`config.mk`:
```
export PLATFORM = sky130hd
export DESIGN_NAME = nec_ir_command_controller_flat
export DESIGN_NICKNAME = d
export VERILOG_FILES = /design/src/rtl/nec_ir_command_controller_pkg.sv /design/src/rtl/nec_ir_command_controller_if.sv /design/src/rtl/nec_ir_command_controller_fifo.sv /design/src/rtl/nec_ir_command_controller.sv /design/src/flat_wrapper.sv
export SDC_FILE = /design/constraint.sdc
export NUM_CORES = 1
export LEC_CHECK = 0
export ABC_CLOCK_PERIOD_IN_PS = 4050
export CORE_MARGIN = 5
export CORE_UTILIZATION = 52
export DETAILED_ROUTE_END_ITERATION = 6
export PLACE_DENSITY_LB_ADDON = 0.25
export SYNTH_ARGS = -nofsm -noshare
export SYNTH_HDL_FRONTEND = slang
export SYNTH_SLANG_ARGS = --single-unit
```
`constraint.sdc`:
```
create_clock -name clkIN -period 4.05 [get_ports clkIN]
set_input_delay 0.405 -clock clkIN [delete_from_list [all_inputs] [get_ports clkIN]]
set_output_delay 0.405 -clock clkIN [all_outputs]
set_load 0.01 [all_outputs]
```
`src/rtl/nec_ir_command_controller_pkg.sv`:
```
// Shared types and constants for the NEC IR command controller.
// Field offsets index the bit-reversed frame word, where bit 0 is the
// first bit received over the air.
package nec_ir_pkg;

    // Controller sequencing states.
    typedef enum logic [1:0] {
        IDLE   = 2'd0,
        DECODE = 2'd1,
        COMMIT = 2'd2
    } necState_t;

    // Bit positions of the four NEC fields inside the bit-reversed word.
    localparam int NEC_ADDR_LSB  = 0;
    localparam int NEC_NADDR_LSB = 8;
    localparam int NEC_CMD_LSB   = 16;
    localparam int NEC_NCMD_LSB  = 24;

    // Address key: {8'h00, addr} for standard frames, {naddr, addr} for extended.
    typedef logic [15:0] nec_key_t;

    // The receiver shifts the first bit into bit 31; NEC sends LSB first,
    // so reversing the word puts every field in natural bit order.
    function automatic logic [31:0] bitReverse32(input logic [31:0] raw);
        logic [31:0] rev;
        for (int i = 0; i < 32; i++) begin
            rev[i] = raw[31 - i];
        end
        return rev;
    endfunction

endpackage

```
`src/rtl/nec_ir_command_controller_if.sv`:
```
// Bus between the NEC receiver/effect side and the command controller.
//
// Handshakes:
//  - Frame input: frameStrobeIN is a one-cycle pulse; dataIN is only
//    meaningful in that cycle. There is no back-pressure; a strobe that
//    arrives while the controller is busy is dropped and counted as an error.
//  - Command output: cmdOUT is a valid command whenever cmdValidOUT=1.
//    A transfer happens on every rising clkIN edge where cmdValidOUT and
//    cmdReadyIN are both 1. cmdValidOUT does not depend on cmdReadyIN,
//    and cmdOUT/cmdValidOUT stay stable until the transfer happens.
interface nec_ir_command_controller_if;

    logic        frameStrobeIN;
    logic [31:0] dataIN;
    logic [7:0]  cmdOUT;
    logic        cmdValidOUT;
    logic        cmdReadyIN;
    logic        overflowOUT;
    logic [7:0]  errorCountOUT;

    // Side that delivers frames and consumes commands.
    modport master (
        output frameStrobeIN,
        output dataIN,
        output cmdReadyIN,
        input  cmdOUT,
        input  cmdValidOUT,
        input  overflowOUT,
        input  errorCountOUT
    );

    // The command controller itself.
    modport slave (
        input  frameStrobeIN,
        input  dataIN,
        input  cmdReadyIN,
        output cmdOUT,
        output cmdValidOUT,
        output overflowOUT,
        output errorCountOUT
    );

endinterface

```
`src/rtl/nec_ir_command_controller_fifo.sv`:
```
// Small first-word fall-through FIFO with registered head outputs.
// The head register is computed from next-state pointers so that rdData and
// valid are flops, not a read mux. A push and pop into an empty FIFO does not
// bypass: the pushed word appears on rdData the following cycle.
module nec_cmd_fifo #(
    parameter int DEPTH = 4,
    parameter int WIDTH = 8
) (
    input  logic             clkIN,
    input  logic             nResetIN,
    input  logic             push,
    input  logic             pop,
    input  logic [WIDTH-1:0] wrData,
    output logic [WIDTH-1:0] rdData,
    output logic             valid,
    output logic             full,
    output logic             empty
);

    localparam int PTR_W = (DEPTH > 1) ? $clog2(DEPTH) : 1;
    localparam int CNT_W = $clog2(DEPTH + 1);
    localparam logic [CNT_W-1:0] DEPTH_C  = CNT_W'(DEPTH);
    localparam logic [PTR_W-1:0] LAST_PTR = PTR_W'(DEPTH - 1);

    logic [WIDTH-1:0] mem [DEPTH];
    logic [PTR_W-1:0] wrPtr;
    logic [PTR_W-1:0] rdPtr;
    logic [CNT_W-1:0] count;

    logic             doPush;
    logic             doPop;
    logic [PTR_W-1:0] rdPtrNext;
    logic [CNT_W-1:0] countNext;
    logic [WIDTH-1:0] headNext;

    // Wrap-around pointer increment that also works for non power-of-two depths.
    function automatic logic [PTR_W-1:0] advance(input logic [PTR_W-1:0] p);
        return (p == LAST_PTR) ? '0 : p + PTR_W'(1);
    endfunction

    assign full  = (count == DEPTH_C);
    assign empty = (count == '0);

    // Accepted operations, next read pointer/count and the word that becomes the head.
    always_comb begin
        doPop     = pop & ~empty;
        doPush    = push & (~full | doPop);
        rdPtrNext = doPop ? advance(rdPtr) : rdPtr;
        unique case ({doPush, doPop})
            2'b10:   countNext = count + CNT_W'(1);
            2'b01:   countNext = count - CNT_W'(1);
            default: countNext = count;
        endcase
        // The new head is the word being written only if it lands in the slot being exposed.
        if (doPush && (rdPtrNext == wrPtr)) begin
            headNext = wrData;
        end else begin
            headNext = mem[rdPtrNext];
        end
    end

    // Storage array; contents need no reset because count gates visibility.
    always_ff @(posedge clkIN) begin
        if (doPush) begin
            mem[wrPtr] <= wrData;
        end
    end

    // Pointers, occupancy and the registered head (held while empty).
    always_ff @(posedge clkIN) begin
        if (!nResetIN) begin
            wrPtr  <= '0;
            rdPtr  <= '0;
            count  <= '0;
            rdData <= '0;
            valid  <= 1'b0;
        end else begin
            if (doPush) begin
                wrPtr <= advance(wrPtr);
            end
            rdPtr <= rdPtrNext;
            count <= countNext;
            valid <= (countNext != '0);
            if (countNext != '0) begin
                rdData <= headNext;
            end
        end
    end

endmodule

```
`src/rtl/nec_ir_command_controller.sv`:
```
// NEC IR command controller: validates decoded NEC frames, filters by
// address, suppresses key-hold repeats inside a hold-off window and queues
// the surviving 8-bit commands for the effect sequencer.
module nec_ir_command_controller
    import nec_ir_pkg::*;
#(
    parameter nec_key_t ADDRESS_FILTER = 16'h0000,
    parameter bit       FILTER_EN      = 1'b1,
    parameter int       HOLDOFF_CYCLES = 5_000_000
) (
    input  logic                          clkIN,
    input  logic                          nResetIN,
    nec_ir_command_controller_if.slave    bus,
    output necState_t                     stateOUT
);

    localparam int TIMER_W = $clog2(HOLDOFF_CYCLES + 1);
    localparam logic [TIMER_W-1:0] HOLDOFF_LOAD = TIMER_W'(HOLDOFF_CYCLES);

    necState_t           state;
    logic [31:0]         frameReg;
    logic [31:0]         frameWord;
    logic [7:0]          addrField;
    logic [7:0]          naddrField;
    logic [7:0]          cmdField;
    logic [7:0]          ncmdField;
    logic                integrityOk;
    logic                filterOk;
    nec_key_t            frameKey;

    nec_key_t            keyReg;
    logic [7:0]          cmdReg;
    logic                frameValid;
    logic [23:0]         lastKey;
    logic [TIMER_W-1:0]  holdoffTimer;

    logic                isDuplicate;
    logic                pushCmd;
    logic                reloadTimer;
    logic                busyStrobe;
    logic                integrityErr;
    logic [1:0]          errInc;
    logic [8:0]          errSum;
    logic [7:0]          errorCount;
    logic                overflow;

    logic                fifoPop;
    logic                fifoFull;
    logic                fifoEmpty;
    logic                fifoValid;
    logic [7:0]          fifoData;

    // Field extraction from the captured frame.
    assign frameWord   = bitReverse32(frameReg);
    assign addrField   = frameWord[NEC_ADDR_LSB  +: 8];
    assign naddrField  = frameWord[NEC_NADDR_LSB +: 8];
    assign cmdField    = frameWord[NEC_CMD_LSB   +: 8];
    assign ncmdField   = frameWord[NEC_NCMD_LSB  +: 8];

    // Only the command pair is an integrity check; a non-complemented
    // address pair just means the remote uses 16-bit extended addressing.
    assign integrityOk = (cmdField == ~ncmdField);
    assign frameKey    = (naddrField == ~addrField) ? {8'h00, addrField}
                                                    : {naddrField, addrField};
    assign filterOk    = !FILTER_EN || (frameKey == ADDRESS_FILTER);

    // A repeat of the last accepted key+command is suppressed only while the timer runs.
    assign isDuplicate  = ({keyReg, cmdReg} == lastKey) && (holdoffTimer != '0);
    assign pushCmd      = (state == COMMIT) && frameValid && !isDuplicate;
    assign reloadTimer  = (state == COMMIT) && frameValid;
    assign busyStrobe   = bus.frameStrobeIN && (state != IDLE);
    assign integrityErr = (state == DECODE) && !integrityOk;

    // Both error sources can fire in the same DECODE cycle; each counts once.
    assign errInc = {1'b0, busyStrobe} + {1'b0, integrityErr};
    assign errSum = {1'b0, errorCount} + {7'b0, errInc};

    // Controller sequencing: capture, decode, then commit or drop.
    always_ff @(posedge clkIN) begin
        if (!nResetIN) begin
            state      <= IDLE;
            frameReg   <= '0;
            keyReg     <= '0;
            cmdReg     <= '0;
            frameValid <= 1'b0;
            lastKey    <= '0;
        end else begin
            unique case (state)
                IDLE: begin
                    if (bus.frameStrobeIN) begin
                        frameReg <= bus.dataIN;
                        state    <= DECODE;
                    end
                end
                DECODE: begin
                    keyReg     <= frameKey;
                    cmdReg     <= cmdField;
                    frameValid <= integrityOk && filterOk;
                    state      <= COMMIT;
                end
                COMMIT: begin
                    if (pushCmd) begin
                        lastKey <= {keyReg, cmdReg};
                    end
                    frameValid <= 1'b0;
                    state      <= IDLE;
                end
                default: begin
                    state <= IDLE;
                end
            endcase
        end
    end

    // Hold-off timer: reload on any accepted or suppressed frame, otherwise count down to 0.
    always_ff @(posedge clkIN) begin
        if (!nResetIN) begin
            holdoffTimer <= '0;
        end else if (reloadTimer) begin
            holdoffTimer <= HOLDOFF_LOAD;
        end else if (holdoffTimer != '0) begin
            holdoffTimer <= holdoffTimer - TIMER_W'(1);
        end
    end

    // Saturating count of rejected frames.
    always_ff @(posedge clkIN) begin
        if (!nResetIN) begin
            errorCount <= '0;
        end else begin
            errorCount <= errSum[8] ? 8'hFF : errSum[7:0];
        end
    end

    // Sticky overflow: a command was lost because the queue was full and not draining.
    always_ff @(posedge clkIN) begin
        if (!nResetIN) begin
            overflow <= 1'b0;
        end else if (pushCmd && fifoFull && !fifoPop) begin
            overflow <= 1'b1;
        end
    end

    assign fifoPop = !fifoEmpty && bus.cmdReadyIN;

    nec_cmd_fifo #(
        .DEPTH (4),
        .WIDTH (8)
    ) u_fifo (
        .clkIN    (clkIN),
        .nResetIN (nResetIN),
        .push     (pushCmd),
        .pop      (fifoPop),
        .wrData   (cmdReg),
        .rdData   (fifoData),
        .valid    (fifoValid),
        .full     (fifoFull),
        .empty    (fifoEmpty)
    );

    assign bus.cmdOUT        = fifoData;
    assign bus.cmdValidOUT   = fifoValid;
    assign bus.overflowOUT   = overflow;
    assign bus.errorCountOUT = errorCount;
    assign stateOUT          = state;

endmodule

```
`src/flat_wrapper.sv`:
```
// flat-port wrapper written by rule: the top's interface ports become plain ports
module nec_ir_command_controller_flat import nec_ir_pkg::*;
#(
    parameter nec_key_t ADDRESS_FILTER = 16'h0000,
    parameter bit       FILTER_EN      = 1'b1,
    parameter int       HOLDOFF_CYCLES = 5_000_000
)
  (clkIN, nResetIN, stateOUT, bus_frameStrobeIN, bus_dataIN, bus_cmdReadyIN, bus_cmdOUT, bus_cmdValidOUT, bus_overflowOUT, bus_errorCountOUT);
  nec_ir_command_controller_if bus_i ();
  input  logic clkIN;
  input  logic nResetIN;
  output necState_t stateOUT;
  input wire logic [$bits(bus_i.frameStrobeIN)-1:0] bus_frameStrobeIN;
  input wire logic [$bits(bus_i.dataIN)-1:0] bus_dataIN;
  input wire logic [$bits(bus_i.cmdReadyIN)-1:0] bus_cmdReadyIN;
  output wire logic [$bits(bus_i.cmdOUT)-1:0] bus_cmdOUT;
  output wire logic [$bits(bus_i.cmdValidOUT)-1:0] bus_cmdValidOUT;
  output wire logic [$bits(bus_i.overflowOUT)-1:0] bus_overflowOUT;
  output wire logic [$bits(bus_i.errorCountOUT)-1:0] bus_errorCountOUT;
  assign bus_i.frameStrobeIN = bus_frameStrobeIN;
  assign bus_i.dataIN = bus_dataIN;
  assign bus_i.cmdReadyIN = bus_cmdReadyIN;
  assign bus_cmdOUT = bus_i.cmdOUT;
  assign bus_cmdValidOUT = bus_i.cmdValidOUT;
  assign bus_overflowOUT = bus_i.overflowOUT;
  assign bus_errorCountOUT = bus_i.errorCountOUT;
  nec_ir_command_controller #(.ADDRESS_FILTER(ADDRESS_FILTER), .FILTER_EN(FILTER_EN), .HOLDOFF_CYCLES(HOLDOFF_CYCLES)) u_core (.clkIN(clkIN), .nResetIN(nResetIN), .bus(bus_i), .stateOUT(stateOUT));
endmodule
```
==> summary by stage <==
Floorplan
The die footprint is 0.0158 mm2. In this run the standard cell core region covers roughly 0.013 mm2. The floorplan has 42 rows.

For this design the top-level I/O count stands at 56. The starting density of the core is 52.7%. The die extent in x is 126 um. In this run the vertical extent of the chip is around 130 um.

Status
The flow ran to the end, and the final reports show no timing, DRC or antenna violations.

Clocking
The TritonCTS buffer count is 17. Counting along the longest clock path gives a buffer depth of 2. The master cell of the clock root buffer is clkbuf_16. The number of clock sinks seen by CTS is between 150 and 200. The clock latency reported for the late side of the worst-skew pair is ~0.42 ns. The register clock-pin slew on the reported worst setup and hold paths is roughly 0.060 ns. The number of levels the H-tree was split into is 4.

TritonCTS built the clock tree.

STA
On the final layout, the worst clock skew is between 0.005 and 0.006 ns. The highest achievable clock rate is approximately 0.27 GHz. The smallest setup slack after layout is roughly 0.30 ns. The total count of hold-check failures in the final report is 0. The final count of pins violating max slew is 0.

Setup repair after global routing left no endpoint under its margin. For the pin with the worst max-slew slack, the measured transition is 1.09 ns. The worst pin sits at a relative slew slack of between 20 and 30%. The final critical-path share of the clock period is 92.6%. Setup violations remaining at the end of the flow were counted as 0.

The post-route minimum period is approximately 3.8 ns.

Detailed routing
The first detailed-routing pass ran for 4 iterations. The overall routed net length is ~14 mm. The detailed-route vias per instance is around 5.4. After detailed routing, the average wire length per cell comes to about 15 um. The violation count after the first detailed-route iteration is 306. After detailed routing, the number of remaining DRC violations is 0. The detail route stage leaves a number of antenna-violating nets equal to 0. The final route contains ~5000 vias.

Synthesis
The mean instance size in the synthesized netlist is ~10 um2. The number of synthesized flops with an enable pin is 32. The most common flop cell mapped by yosys is dfxtp_1.

The fraction of registers with async set or reset after synthesis is 0%. The instance count of the mapped netlist is 685. The distinct cell type count after synthesis is 49. Counting flops and latches in the post-synthesis netlist gives approximately 160. The synthesized net count is ~740. Summing every instance area after synthesis gives about 0.0069 mm2. For this run, the register share of the synthesized area comes to 51.6%. During synthesis, Yosys emitted a total of 0 warnings.

Placed design
The wire-length estimate of the detail-placed layout is 9.56 mm. Routability-driven placement finished with a final weighted congestion of 0.843. The instance count after placement with tap cells included is 891. The number of input and output port buffers inserted is 55. The post-placement worst setup slack is -0.184 ns.

Finish
From synthesis to final layout, the design area changed by 19.6%. Fill cells in the final layout number just over 1000. Leaving out fill and tap cells, the most frequent cell in the layout is dfxtp_1. Summing all multi-input logic gate instances after layout gives about 0.0032 mm2.

In the layout the commonest cells are 131 x dfxtp_1, 82 x nand2_1, 72 x nor2_1. The net count of the finished layout is a little under 800. The fraction of layout cells with a size suffix above 1 is just under 8%.

The repair_antennas step left the layout with diodes totalling 0. For this run, the share of the core covered by cells in the final layout is 63.0%. The number of non-filler instances in the completed layout is slightly above 900.

Registers take ~0.0036 mm2.

Critical path
Data arrives at the worst endpoint at approximately 4.1 ns. The worst reg2reg path endpoint is u_core.u_fifo.rdData[3]. The depth of the worst register-to-register path is 15. STA classifies the critical path startpoint as a flip-flop. Along the worst path, the maximum fanout reaches 15.

The category of the worst setup path capture point is a flip-flop. The worst-case register-to-register setup slack is ~0.30 ns. STA puts the critical path data required time at about 4.4 ns.

By startpoint and endpoint, the worst setup path is classified as reg2reg. The startpoint of the most critical register-to-register path is u_core.holdoffTimer[0].

Global routing
The number of global-route vias before repair is roughly 5100. The overall global routing resource usage is 18.9%. The number of antenna violations at the first check in global routing is 0. Entering global routing, the biggest net connects 69 pins. The first-pass GRT wire length is roughly 24 mm. The remaining global-route overflow is 0.

Power
The static leakage is roughly 0.0029 uW. The total power is around 4400 uW. The power per cell area is ~530 mW/mm2. The highest ir drop seen on vdd is between 0.2 and 0.25 mV.

Worst hold path
Counting instances, the worst hold path has a depth of 2. The startpoint identified for the worst hold timing path is u_core.frameReg[6]. The classification of the worst-slack hold path is reg2reg.

The endpoint of the worst hold-timing path is u_core.frameReg[6].

Flow run
The max-cap violation count is 0.
## Yosys cell counts, drive strengths merged, types with 12 or more instances
library cell,count,area (um2)
nand2,82,308
mux2i,58,584
dfxtp,131,2620
edfxtp,32,961
ha,12,150
nand3,14,70.1
nor2,72,270
nor4,16,100
o21ai,12,60.1
xnor2,58,508
clkbuf,21,78.8
a21oi,69,345
## logic make-up after synthesis
group | share of synthesized area (%)
AND/OR/NAND/NOR | 16.2
flip-flops | 51.6
AO/OA/AOI/OAI | 7.58
multiplexers | 11.0
XOR/XNOR | 8.07
buffers and inverters | 2.83
adder cells (fa/ha/maj) | 2.74
## sequential cells by signal (all words and copies together), names as in the netlist
name	count
u_core.u_fifo.rdPtr	2
u_core.lastKey	24
u_core.u_fifo.mem	32
u_core.keyReg	16
u_core.holdoffTimer	23
u_core.u_fifo.wrPtr	2
u_core.u_fifo.count	3
u_core.u_fifo.rdData	8
u_core.stateOUT	2
u_core.bus.errorCountOUT	8
u_core.u_fifo.valid	1
u_core.cmdReg	8
u_core.frameReg	32
u_core.frameValid	1
u_core.bus.overflowOUT	1
## stage by stage
step / hold WS [ns] / instance area (um2) / setup TNS, ns
floorplan: 0.449 / 6950 / 0
global placement: 0.458 / 7620 / 0
detailed placement: 0.461 / 7620 / -1.09
CTS: 0.467 / 8270 / 0
global route: 0.496 / 8310 / 0
finish: 0.466 / 8310 / 0
## layer usage
metal / wire length (um) / up-vias / GRT usage (%)
met2: 6790 / 123 / 31.3
met3: 615 / 28 / 4.78
met5: 0 / - / 0
met1: 6430 / 2377 / 23.8
met4: 293 / 0 / 7.27
li1: - / 2475 / -
## power by group
part           internal, uW  total (uW)  switching, uW
logic                   366         772            405
clock network          1090        1720            625
registers              1780        1910            134
total                  3240        4400           1160
## how the worst max path moves through the flow
stage	cells past startpoint	slack, ns	start	to
after detailed placement	13	-0.18	u_core.holdoffTimer[0]	u_core.u_fifo.rdData[3]
after floorplan	17	0.05	u_core.holdoffTimer[0]	u_core.u_fifo.rdData[4]
final	15	0.30	u_core.holdoffTimer[0]	u_core.u_fifo.rdData[3]
after global placement	13	0.05	u_core.holdoffTimer[0]	u_core.u_fifo.rdData[7]
after CTS	14	0.05	u_core.holdoffTimer[0]	u_core.u_fifo.rdData[3]
after global routing	15	0.05	u_core.holdoffTimer[0]	u_core.u_fifo.rdData[3]
## repair_timing
item                       4_1_cts  5_1_grt
hold buffers                     0        0
resized for setup                1        2
buffers inserted                 0        2
setup endpoints to repair        9        9
## critical path, cell delays in order, from the launching register on
cell and delay, ns:
dfxtp_1 0.34, inv_1 0.09, ha_1 0.15, or4b_2 0.58
or4_1 0.43, or2_0 0.29, a31oi_4 0.19, nor2_1 0.09
fa_1 0.45, xor2_1 0.23, nand3_1 0.09, o21ai_0 0.15
mux2i_4 0.13, buf_12 0.17, o21ai_0 0.20, a21oi_1 0.06
## area by class of cell
class | count | share of cell area (%)
inverters | 10 | 0.452
clock buffers | 19 | 5.21
flip-flops and latches | 163 | 43.1
well taps | 176 | 2.65
clock inverters | 13 | 2.50
repair buffers | 64 | 7.74
multi-input cells | 480 | 38.3
Note: power is estimated with default switching activity, not from simulation.
